### src/rtl/re_camera_ctrl.sv
// re_camera_ctrl: exposure/readout controller for the rolling-electronic pixel array.
// Optional macro CAM_CDS_EN selects correlated double sampling (5-cycle row slot).
module re_camera_ctrl #(
    parameter int ROWS    = 2,
    parameter int EXP_W   = 5,
    parameter int EXP_MIN = 2,
    parameter int EXP_MAX = 30,
    parameter int EXP_DEF = 4
) (
    input  logic             clk,
    input  logic             reset,
    input  logic             init,
    input  logic             cont,
    input  logic             exp_incr,
    input  logic             exp_decr,
    output logic [ROWS-1:0]  NRE,
    output logic             expose,
    output logic             erase,
    output logic             adc,
    output logic             busy,
    output logic             frame_done,
    output logic [EXP_W-1:0] exp_time
);
    localparam int ROW_W = (ROWS > 1) ? $clog2(ROWS) : 1;
`ifdef CAM_CDS_EN
    localparam int                SLOT_W    = 3;
    localparam logic [SLOT_W-1:0] SLOT_LAST = 3'd4;
`else
    localparam int                SLOT_W    = 2;
    localparam logic [SLOT_W-1:0] SLOT_LAST = 2'd2;
`endif

    typedef enum logic [1:0] {IDLE, EXPOSE, READ} state_t;

    state_t            state;
    logic [EXP_W-1:0]  exp_cnt;
    logic [ROW_W-1:0]  row;
    logic [SLOT_W-1:0] slot;
    logic [EXP_W-1:0]  exp_next;
    logic [SLOT_W-1:0] slot_next;
    logic              adc_next;

    always_comb begin
        exp_next = exp_time;
        if (exp_incr && !exp_decr && exp_time < EXP_W'(EXP_MAX))
            exp_next = exp_time + EXP_W'(1);
        else if (exp_decr && !exp_incr && exp_time > EXP_W'(EXP_MIN))
            exp_next = exp_time - EXP_W'(1);
    end

    // adc is registered, so it is decoded from the slot being entered
    always_comb begin
        slot_next = slot + SLOT_W'(1);
`ifdef CAM_CDS_EN
        adc_next  = (slot_next == 3'd1) || (slot_next == 3'd3);
`else
        adc_next  = (slot_next == 2'd1);
`endif
    end

    always_ff @(posedge clk) begin
        if (!reset) begin
            state      <= IDLE;
            erase      <= 1'b1;
            expose     <= 1'b0;
            NRE        <= '1;
            adc        <= 1'b0;
            busy       <= 1'b0;
            frame_done <= 1'b0;
            exp_time   <= EXP_W'(EXP_DEF);
            exp_cnt    <= '0;
            row        <= '0;
            slot       <= '0;
        end else begin
            frame_done <= 1'b0;
            case (state)
                IDLE: begin
                    exp_time <= exp_next;
                    if (init || cont) begin
                        state   <= EXPOSE;
                        erase   <= 1'b0;
                        expose  <= 1'b1;
                        busy    <= 1'b1;
                        exp_cnt <= '0;
                    end
                end
                EXPOSE: begin
                    if (exp_cnt == exp_time - EXP_W'(1)) begin
                        state  <= READ;
                        expose <= 1'b0;
                        row    <= '0;
                        slot   <= '0;
                        NRE    <= ~ROWS'(1);
                    end else begin
                        exp_cnt <= exp_cnt + EXP_W'(1);
                    end
                end
                READ: begin
                    if (slot == SLOT_LAST) begin
                        slot <= '0;
                        if (row == ROW_W'(ROWS - 1)) begin
                            state      <= IDLE;
                            erase      <= 1'b1;
                            busy       <= 1'b0;
                            frame_done <= 1'b1;
                        end else begin
                            row <= row + ROW_W'(1);
                            NRE <= ~(ROWS'(1) << (row + ROW_W'(1)));
                        end
                    end else begin
                        slot <= slot_next;
                        adc  <= adc_next;
                        if (slot_next == SLOT_LAST)
                            NRE <= '1;
                    end
                end
                default: state <= IDLE;
            endcase
        end
    end
endmodule

### config.mk
export PLATFORM = sky130hd
export DESIGN_NAME = re_camera_ctrl
export DESIGN_NICKNAME = d
export VERILOG_FILES = /design/src/rtl/re_camera_ctrl.sv
export SDC_FILE = /design/constraint.sdc
export NUM_CORES = 1
export LEC_CHECK = 0
export CORE_UTILIZATION = 57
export CTS_CLUSTER_DIAMETER = 120
export DETAILED_ROUTE_END_ITERATION = 12
export PLACE_DENSITY = 0.92
export SETUP_SLACK_MARGIN = 0.15
export SYNTH_ARGS = -nofsm -noshare
export SYNTH_HDL_FRONTEND = slang
export SYNTH_SLANG_ARGS = --single-unit
### constraint.sdc
create_clock -name clk -period 3.3 [get_ports clk]
set_input_delay 0.495 -clock clk [delete_from_list [all_inputs] [get_ports clk]]
set_output_delay 0.495 -clock clk [all_outputs]
set_load 0.005 [all_outputs]
Word level (Yosys, flattened, before mapping) --
Index checks and enable logic that the tools add are counted.
Storage, ports and cells: register bits 22, bits in latches 0, RAM bits 0, memory bits (read-only) 0, output and inout port bits 12, logic and storage cells 87, memories kept 0
Cells by class: $add $sub $neg 5, $mul 0, divide/modulo/power cells 0, magnitude comparators 2, equality and inequality tests 13, shifts and indexed selects 1, multiplexer cells 31, bitwise gates (word level) 2, reduce and logical (&&, ||, !) cells 22
Operators with widths (number):
- 5-bit two-way mux | 4
- 2-bit two-way mux | 9
- 3-bit AND reduction | 4
- 4-bit AND reduction | 3
- 5-bit by 1-bit adder with 5-bit output (second input constant) | 2
- 1-bit two-way mux | 10
- 2-bit inequality test (second input constant) | 5
- 5-bit one-hot mux with 2 select lines | 1
- 1-bit one-hot mux with 2 select lines | 4
- 2-bit one-hot mux with 2 select lines | 2
- 2-bit nonzero test | 4
- 2-bit equality test (second input constant) | 3
- 3-bit inequality test (second input constant) | 2
- 2-bit one-hot mux with 3 select lines | 1
- 2-bit AND reduction | 3
- 5-bit equality test | 1
- 5-bit by 2-bit > comparator with 1-bit output (second input constant) | 1
- 5-bit less-than comparator (second input constant) | 1
- 5-bit by 1-bit subtractor with 5-bit output (second input constant) | 1
- 2-bit by 1-bit equality test with 1-bit output (second input constant) | 2
- 1-bit logical AND | 4
- 2-bit by 1-bit adder with 2-bit output (second input constant) | 1
- 1-bit logical NOT | 2
- 2-bit logical NOT | 1
- other kinds (5) | 5

Longest topological paths before layout --
Gate-level depths: netlist of the first run.
depth in word-level cells 6, depth in mapped cells 8

Worst setup path before layout of the first run --
Ideal clock, no wire load.
path kind reg2reg, from register exp_time[0], to register exp_cnt[4], setup time 0.125 ns, data arrival time 1.848 ns, required time 3.175 ns, path slack 1.327 ns, stages on the path, launching flop included 9, path buffers 1, period minus slack after synthesis 1.973 ns, cells stage by stage dfxtp_1 inv_1 ha_1 o21ba_1 a221o_2 a211oi_2 buf_6 or4_1 a21oi_1
On the way: word-level cells in the longest chain between the ends 4
RTL lines:
- start, declared | line 22 | output logic [EXP_W-1:0] exp_time
- start signal, assigned | line 70 | exp_time <= EXP_W'(EXP_DEF);
- start signal, assigned | line 78 | exp_time <= exp_next;
- 5-bit by 1-bit subtractor with 5-bit output | line 88 | if (exp_cnt == exp_time - EXP_W'(1)) begin
- 5-bit equality test | line 88
- 2-bit inequality test (no line)
- 3-bit AND reduction (no line)
- end signal, assigned | line 95 | exp_cnt <= exp_cnt + EXP_W'(1);
- end, declared | line 36 | logic [EXP_W-1:0] exp_cnt;
Every way passes these cells. A chain may end at the register's enable or synchronous reset.

Worst setup path in the final report of the first run --
from register exp_time[0], to register exp_cnt[0]
Same word-level chain as after synthesis.

==> results_dict.tcl, run 1 <==
set metrics [dict create \
    status "finished clean" \
    power_frac_seq_pct 55.2 \
    cts_tree "built" \
    wl_mm 2.75 \
    critPathMaxStageDelay_ns 0.60 \
    slowest_stage "a211oi_2" \
    p_int_mw 0.388 \
    nNetsFinal 165 \
    slew_viol_final 0 \
    root_buffer "clkbuf_4" \
    maxSlewHeadroom_pct 52.8 \
    syn_to_final_growth_pct 13.5 \
    cts.clk_slew.worst_paths_ns 0.11 \
    place_hpwl_mm 2.12 \
    p_clk_share_pct 21.3 \
    clock_path_buffers 2 \
    ioPinCount 18 \
    final_common_cell "dfxtp_1" \
    crit_chain "inv_1, ha_1, o21ba_1, a221o_2, a211oi_2, o21ai_0, a21oi_1" \
    timing.final.ws_setup_ns 0.728 \
    setup_viol 0 \
    syn_inst 139 \
    cp.arrival_ns 2.80 \
    total_power_mw 0.551 \
    r2r-start "exp_time[0]$_SDFFE_PN0P_" \
    grt_util_all_layers_pct 27.4 \
    coreArea_mm2 0.00198 \
    max_clock_freq_mhz 389 \
    path_max_fanout 11 \
    end_kind "register" \
    drive_gt1_share_pct 4.67 \
    worstMarginPinSlew_ns 0.706 \
    hp-start "adc$_SDFFE_PN0P_" \
    whs_endpoint "adc$_SDFFE_PN0P_" \
    hold_path.class "reg2reg" \
    grt_max_degree 15 \
    initial_core_util_pct 61.6 \
    fin_crit_ns 2.57 \
    die_area_mm2 0.00233 \
    grt_pass1_wl_mm 4.42 \
    grt_pass1_vias 1022 \
    viasPerCell 6.18 \
    drv_cap 0 \
    critPathLaunchType "register" \
    rsz0062_at_grt "no" \
    r2r_setup_slack_ns 0.73 \
    yosys_warnings 0 \
    required_ns 3.53 \
    setup_tns_ns 0 \
    dr.pass1.iters 4 \
    synth_nets 152 \
    switching_share_pct 29.5 \
    critical_path.startpoint "exp_time[0]$_SDFFE_PN0P_" \
    drt_iter0_markers 38 \
    synth_cell_type_count 37 \
    layout_common_cells "dfxtp_1, clkdlybuf4s50_1, nand3_1" \
    pre_cts_ws_ns 0.797 \
    gp_congestion 0.822 \
    cts_htree_levels 1 \
    switchingPower_mw 0.163 \
    power_density_mw_per_mm2 398 \
    seq_area_frac_synth_pct 36.1 \
    cts.hold.buffers_added 0 \
    antenna_found_initial 0 \
    p_comb_share_pct 23.5 \
    drt_drc_violations_left 0 \
    power_leakage_nw 0.521 \
    gr-total-overflow 0 \
    placement.io_buffers 17 \
    ctsResizeCount 0 \
    cts_made_buffers 3 \
    wl_per_cell_um 15.6 \
    worst-r2r-cell-count 7 \
    vias 1094 \
    clock-skew-final_ns 0.00229 \
    clock_sinks 22 \
    avgSynthCellArea_um2 8.78 \
    ys_ff_latch 22 \
    finalHoldViolations 0 \
    die_x_um 48.3 \
    reg2reg_to "exp_cnt[0]$_SDFFE_PN0P_" \
    syn_area_mm2 0.00122 \
    holdPathStages 2 \
    rows 16 \
    critical_path_class "reg2reg" \
    ant_nets 0 \
    die_y_um 48.3 \
    clkLatencyLatePin_ns 0.30 \
    vdd_drop_max_mv 0.402 \
    diodes 0 \
    fin_crit_sh_pct 77.9 \
    postCtsSetupBuffers 0 \
]
-- kinds of logic after synthesis --
| family | after synthesis | synth area share [%] |
|---|---|---|
| adder cells (fa/ha/maj) | 7 | 7.18 |
| buffers and inverters | 15 | 6.87 |
| XOR/XNOR | 8 | 5.74 |
| AND/OR/NAND/NOR | 49 | 21.3 |
| AO/OA/AOI/OAI | 34 | 19.5 |
| multiplexers | 4 | 3.28 |
| flip-flops | 22 | 36.1 |
-- Yosys cell counts, drive strengths merged --
cell type / count / area (µm²)
nand3: 10 / 50.1
nor3: 7 / 35.0
inv: 6 / 22.5
xor2: 4 / 35.0
buf: 6 / 50.0
a31oi: 3 / 18.8
dfxtp: 22 / 440
nand4b: 2 / 17.5
a221o: 1 / 11.3
clkbuf: 3 / 11.3
nor2: 9 / 33.8
nand4: 2 / 12.5
nand3b: 2 / 15.0
o41ai: 2 / 17.5
o21ba: 1 / 10.0
a21oi: 8 / 40.0
or3b: 1 / 8.76
nand2b: 3 / 18.8
a211oi: 2 / 20.0
ha: 7 / 87.6
o31ai: 3 / 22.5
and3: 1 / 7.51
o21ai: 6 / 30.0
nand2: 7 / 26.3
a2111oi: 1 / 10.0
xnor2: 4 / 35.0
a211o: 2 / 17.5
o21a: 4 / 30.0
or4: 3 / 22.5
nor2b: 1 / 6.26
a41o: 1 / 10.0
mux2i: 4 / 40.0
or2: 1 / 6.26
-- metrics by stage --
step                      std cells  area (µm²)  hold WS [ns]  util (%)
after floorplan                 139        1220         0.463         -
after global placement          174        1360         0.460      68.8
after detailed placement        174        1360         0.469      68.8
after CTS                       177        1390         0.490      69.9
after global routing            177        1390         0.523      69.9
final                           177        1390         0.492      69.9
-- registers in the layout (all words and copies together), names as in the netlist --
signal	flops
adc	1
busy	1
exp_time	5
slot	2
row	1
state	2
erase	1
NRE	2
frame_done	1
expose	1
exp_cnt	5
-- power by group through the flow --
stage	Sequential [mW]	Combinational (mW)	Clock [mW]
5_1_grt	0.307	0.140	0.127
3_3_place_gp	0.307	0.121	0
3_5_place_dp	0.309	0.128	0
4_1_cts	0.303	0.129	0.118
2_1_floorplan	0.302	0.0929	0
6_report	0.304	0.130	0.117
-- layout make-up --
class	instances	area (µm²)
clock buffers	3	22.5
repair buffers	17	170
multi-input cells	102	696
fillers	146	597
well taps	27	33.8
flip-flops and latches	22	440
inverters	6	22.5
-- per-layer routing --
metal	vias up	track usage (%)	share of wire (%)
met1	519	34.5	41
li1	527	-	-
met2	44	46.1	52
met3	4	5.93	6.1
met5	-	0	0
met4	0	9.44	0.98
-- critical path, delay by kind of cell, from the launching register on --
kind	cells	cell delay, ns
compound gates	5	1.61
fa+ha+maj	1	0.30
flops	1	0.48
buf+inv	1	0.12
-- worst max path at each step --
stage / endpoint / cells after the start
4_1_cts: exp_cnt[0]$_SDFFE_PN0P_ / 7
3_5_place_dp: exp_cnt[0]$_SDFFE_PN0P_ / 7
6_report: exp_cnt[0]$_SDFFE_PN0P_ / 7
2_1_floorplan: exp_cnt[4]$_SDFFE_PN0P_ / 8
3_3_place_gp: exp_cnt[0]$_SDFFE_PN0P_ / 7
5_1_grt: exp_cnt[0]$_SDFFE_PN0P_ / 7
No activity file was read; power rests on OpenSTA's default activity.
==> run 2: changes to the inputs <==
--- a/config.mk
+++ b/config.mk
@@ -5,10 +5,10 @@
 export SDC_FILE = /design/constraint.sdc
 export NUM_CORES = 1
 export LEC_CHECK = 0
-export CORE_UTILIZATION = 57
+export CORE_UTILIZATION = 47
 export CTS_CLUSTER_DIAMETER = 120
 export DETAILED_ROUTE_END_ITERATION = 12
-export PLACE_DENSITY = 0.92
+export PLACE_DENSITY = 0.82
 export SETUP_SLACK_MARGIN = 0.15
 export SYNTH_ARGS = -nofsm -noshare
 export SYNTH_HDL_FRONTEND = slang
==> constraint.sdc (replaced) <==
create_clock -name clk -period 2.1 [get_ports clk]
set_input_delay 0.315 -clock clk [delete_from_list [all_inputs] [get_ports clk]]
set_output_delay 0.315 -clock clk [all_outputs]
set_load 0.005 [all_outputs]
==> run 2 against run 1 <==
Via count up 1.8%. Largest power group unchanged. Critical endpoint is now exp_cnt[1]$_SDFFE_PN0P_. Clock skew increased by 0.011 ns. Power up 92%. Setup slack worse by 0.53 ns. Critical path depth did not move. Largest cell class unchanged. Cell count up 8.5%.
==> results_dict.tcl, run 2 (same netlist as run 1, synthesis figures left out) <==
set metrics [dict create \
    status "finished clean" \
    die_y_um 52.9 \
    drt_drc_violations_left 0 \
    rsz0062_at_grt "yes" \
    r2r-start "exp_time[0]$_SDFFE_PN0P_" \
    rows 18 \
    power_leakage_nw 0.608 \
    setup_tns_ns 0 \
    power_density_mw_per_mm2 677 \
    grt_max_degree 14 \
    diodes 0 \
    switchingPower_mw 0.279 \
    vdd_drop_max_mv 0.438 \
    p_clk_share_pct 30.1 \
    final_common_cell "dfxtp_1" \
    critical_path.startpoint "exp_time[0]$_SDFFE_PN0P_" \
    grt_util_all_layers_pct 22.2 \
    ioPinCount 18 \
    slowest_stage "a221o_2" \
    worst-path-buf-inv 1 \
    layout_common_cells "dfxtp_1, clkdlybuf4s50_1, buf_4" \
    critical_path_class "reg2reg" \
    drive_gt1_share_pct 20.4 \
    critPathMaxStageDelay_ns 0.38 \
    cts.hold.buffers_added 0 \
    cts.clk_slew.worst_paths_ns 0.13 \
    setup_viol 0 \
    die_x_um 52.9 \
    placement.io_buffers 17 \
    r2r_setup_slack_ns 0.20 \
    max_clock_freq_mhz 527 \
    holdPathStages 2 \
    nFillCells 222 \
    maxSlewHeadroom_pct 72.7 \
    grt_pass1_vias 1112 \
    whs_endpoint "adc$_SDFFE_PN0P_" \
    gr-total-overflow 0 \
    finalHoldViolations 0 \
    timing.final.ws_setup_ns 0.201 \
    crit_chain "inv_2, ha_4, o21ba_1, a221o_2, a211o_4, nand2_4, mux2i_2" \
    vias 1114 \
    worst-r2r-cell-count 7 \
    whs_ns 0.492 \
    hp-start "adc$_SDFFE_PN0P_" \
    reg2reg_to "exp_cnt[1]$_SDFFE_PN0P_" \
    hold_path.class "reg2reg" \
    cts_htree_levels 1 \
    fin_crit_sh_pct 90.4 \
    worstMarginPinSlew_ns 0.406 \
    slew_viol_final 0 \
    clkLatencyLatePin_ns 0.30 \
    power_frac_seq_pct 44.5 \
    coreArea_mm2 0.00245 \
    drv_cap 0 \
    cp.arrival_ns 2.11 \
    fin_crit_ns 1.90 \
    final-seq-area_um2 445 \
    cts_tree "built" \
    p_comb_share_pct 25.4 \
    multi_input_area_um2 752 \
    cts_made_buffers 3 \
    clock-skew-final_ns 0.0138 \
    pre_cts_ws_ns 0.0563 \
    timing.critical_path.max_delay_family "compound AO/OA/AOI/OAI gates" \
    viasPerCell 5.80 \
    root_buffer "clkbuf_4" \
    clock_sinks 22 \
    path_max_fanout 5 \
    ant_nets 0 \
    end_kind "register" \
    top_regs "exp_cnt (5), exp_time (5)" \
    drt_iter0_markers 22 \
    gp_congestion 0.774 \
    critPathLaunchType "register" \
    place_hpwl_mm 1.97 \
    clock_path_buffers 2 \
    wl_mm 2.86 \
    die_area_mm2 0.00280 \
    nNetsFinal 176 \
    wl_per_cell_um 14.9 \
    p_int_mw 0.779 \
    antenna_found_initial 0 \
    syn_to_final_growth_pct 28.1 \
    dr.pass1.iters 4 \
    grt_pass1_wl_mm 4.63 \
    required_ns 2.31 \
    switching_share_pct 26.4 \
    initial_core_util_pct 49.7 \
]
run 2: per-layer routing:
| metal | wire length, µm | global-route usage (%) | vias to the layer above |
|---|---|---|---|
| met3 | 127 | 4.02 | 2 |
| met4 | 15 | 4.39 | 0 |
| met5 | 0 | 0 | - |
| met2 | 1490 | 41.1 | 27 |
| li1 | - | - | 552 |
| met1 | 1230 | 26.2 | 533 |
run 2: worst max-delay path by stage:
stage / cells past startpoint / slack, ns / endpoint
global placement: 5 / 0.09 / exp_time[4]$_SDFFE_PN0P_
global route: 7 / 0.11 / exp_cnt[3]$_SDFFE_PN0P_
floorplan: 8 / 0.16 / exp_cnt[4]$_SDFFE_PN0P_
detailed placement: 5 / 0.06 / exp_time[4]$_SDFFE_PN0P_
finish: 7 / 0.20 / exp_cnt[1]$_SDFFE_PN0P_
CTS: 7 / 0.15 / exp_cnt[3]$_SDFFE_PN0P_
run 2: worst register-to-register path: stages (launching register included):
cell     delay [ns]
dfxtp_2        0.36
inv_2          0.05
ha_4           0.17
o21ba_1        0.17
a221o_2        0.38
a211o_4        0.37
nand2_4        0.08
mux2i_2        0.23
run 2: final cells by class:
type	instances	share of cell area [%]
multi-input combinational	102	48.1
sequential	22	28.5
timing repair buffer	28	16.2
clock buffer	3	1.44
clock inverter	1	1.92
inverter	6	1.44
tap	30	2.40
run 2: timing repair:
| item | CTS | global route |
|---|---|---|
| setup buffers | 4 | 1 |
| pin swaps | 3 | 8 |
| endpoints found under the setup margin | 6 | 9 |
| gates cloned | 0 | 0 |
| gates resized for setup | 5 | 10 |
run 2: metrics by stage:
step	util (%)	power (mW)	area, µm²	std cells
final	63.7	1.06	1560	192
after global placement	57.5	0.688	1410	183
after floorplan	-	0.622	1220	139
after detailed placement	57.5	0.698	1410	183
after global routing	63.7	1.11	1560	192
after CTS	61.6	1.05	1510	191
run 2: power groups by stage:
| stage | logic (mW) | registers, mW | clock network [mW] |
|---|---|---|---|
| after CTS | 0.252 | 0.469 | 0.324 |
| after detailed placement | 0.221 | 0.478 | 0 |
| after global routing | 0.295 | 0.475 | 0.343 |
| final | 0.268 | 0.471 | 0.319 |
| after floorplan | 0.146 | 0.476 | 0 |
| after global placement | 0.212 | 0.476 | 0 |
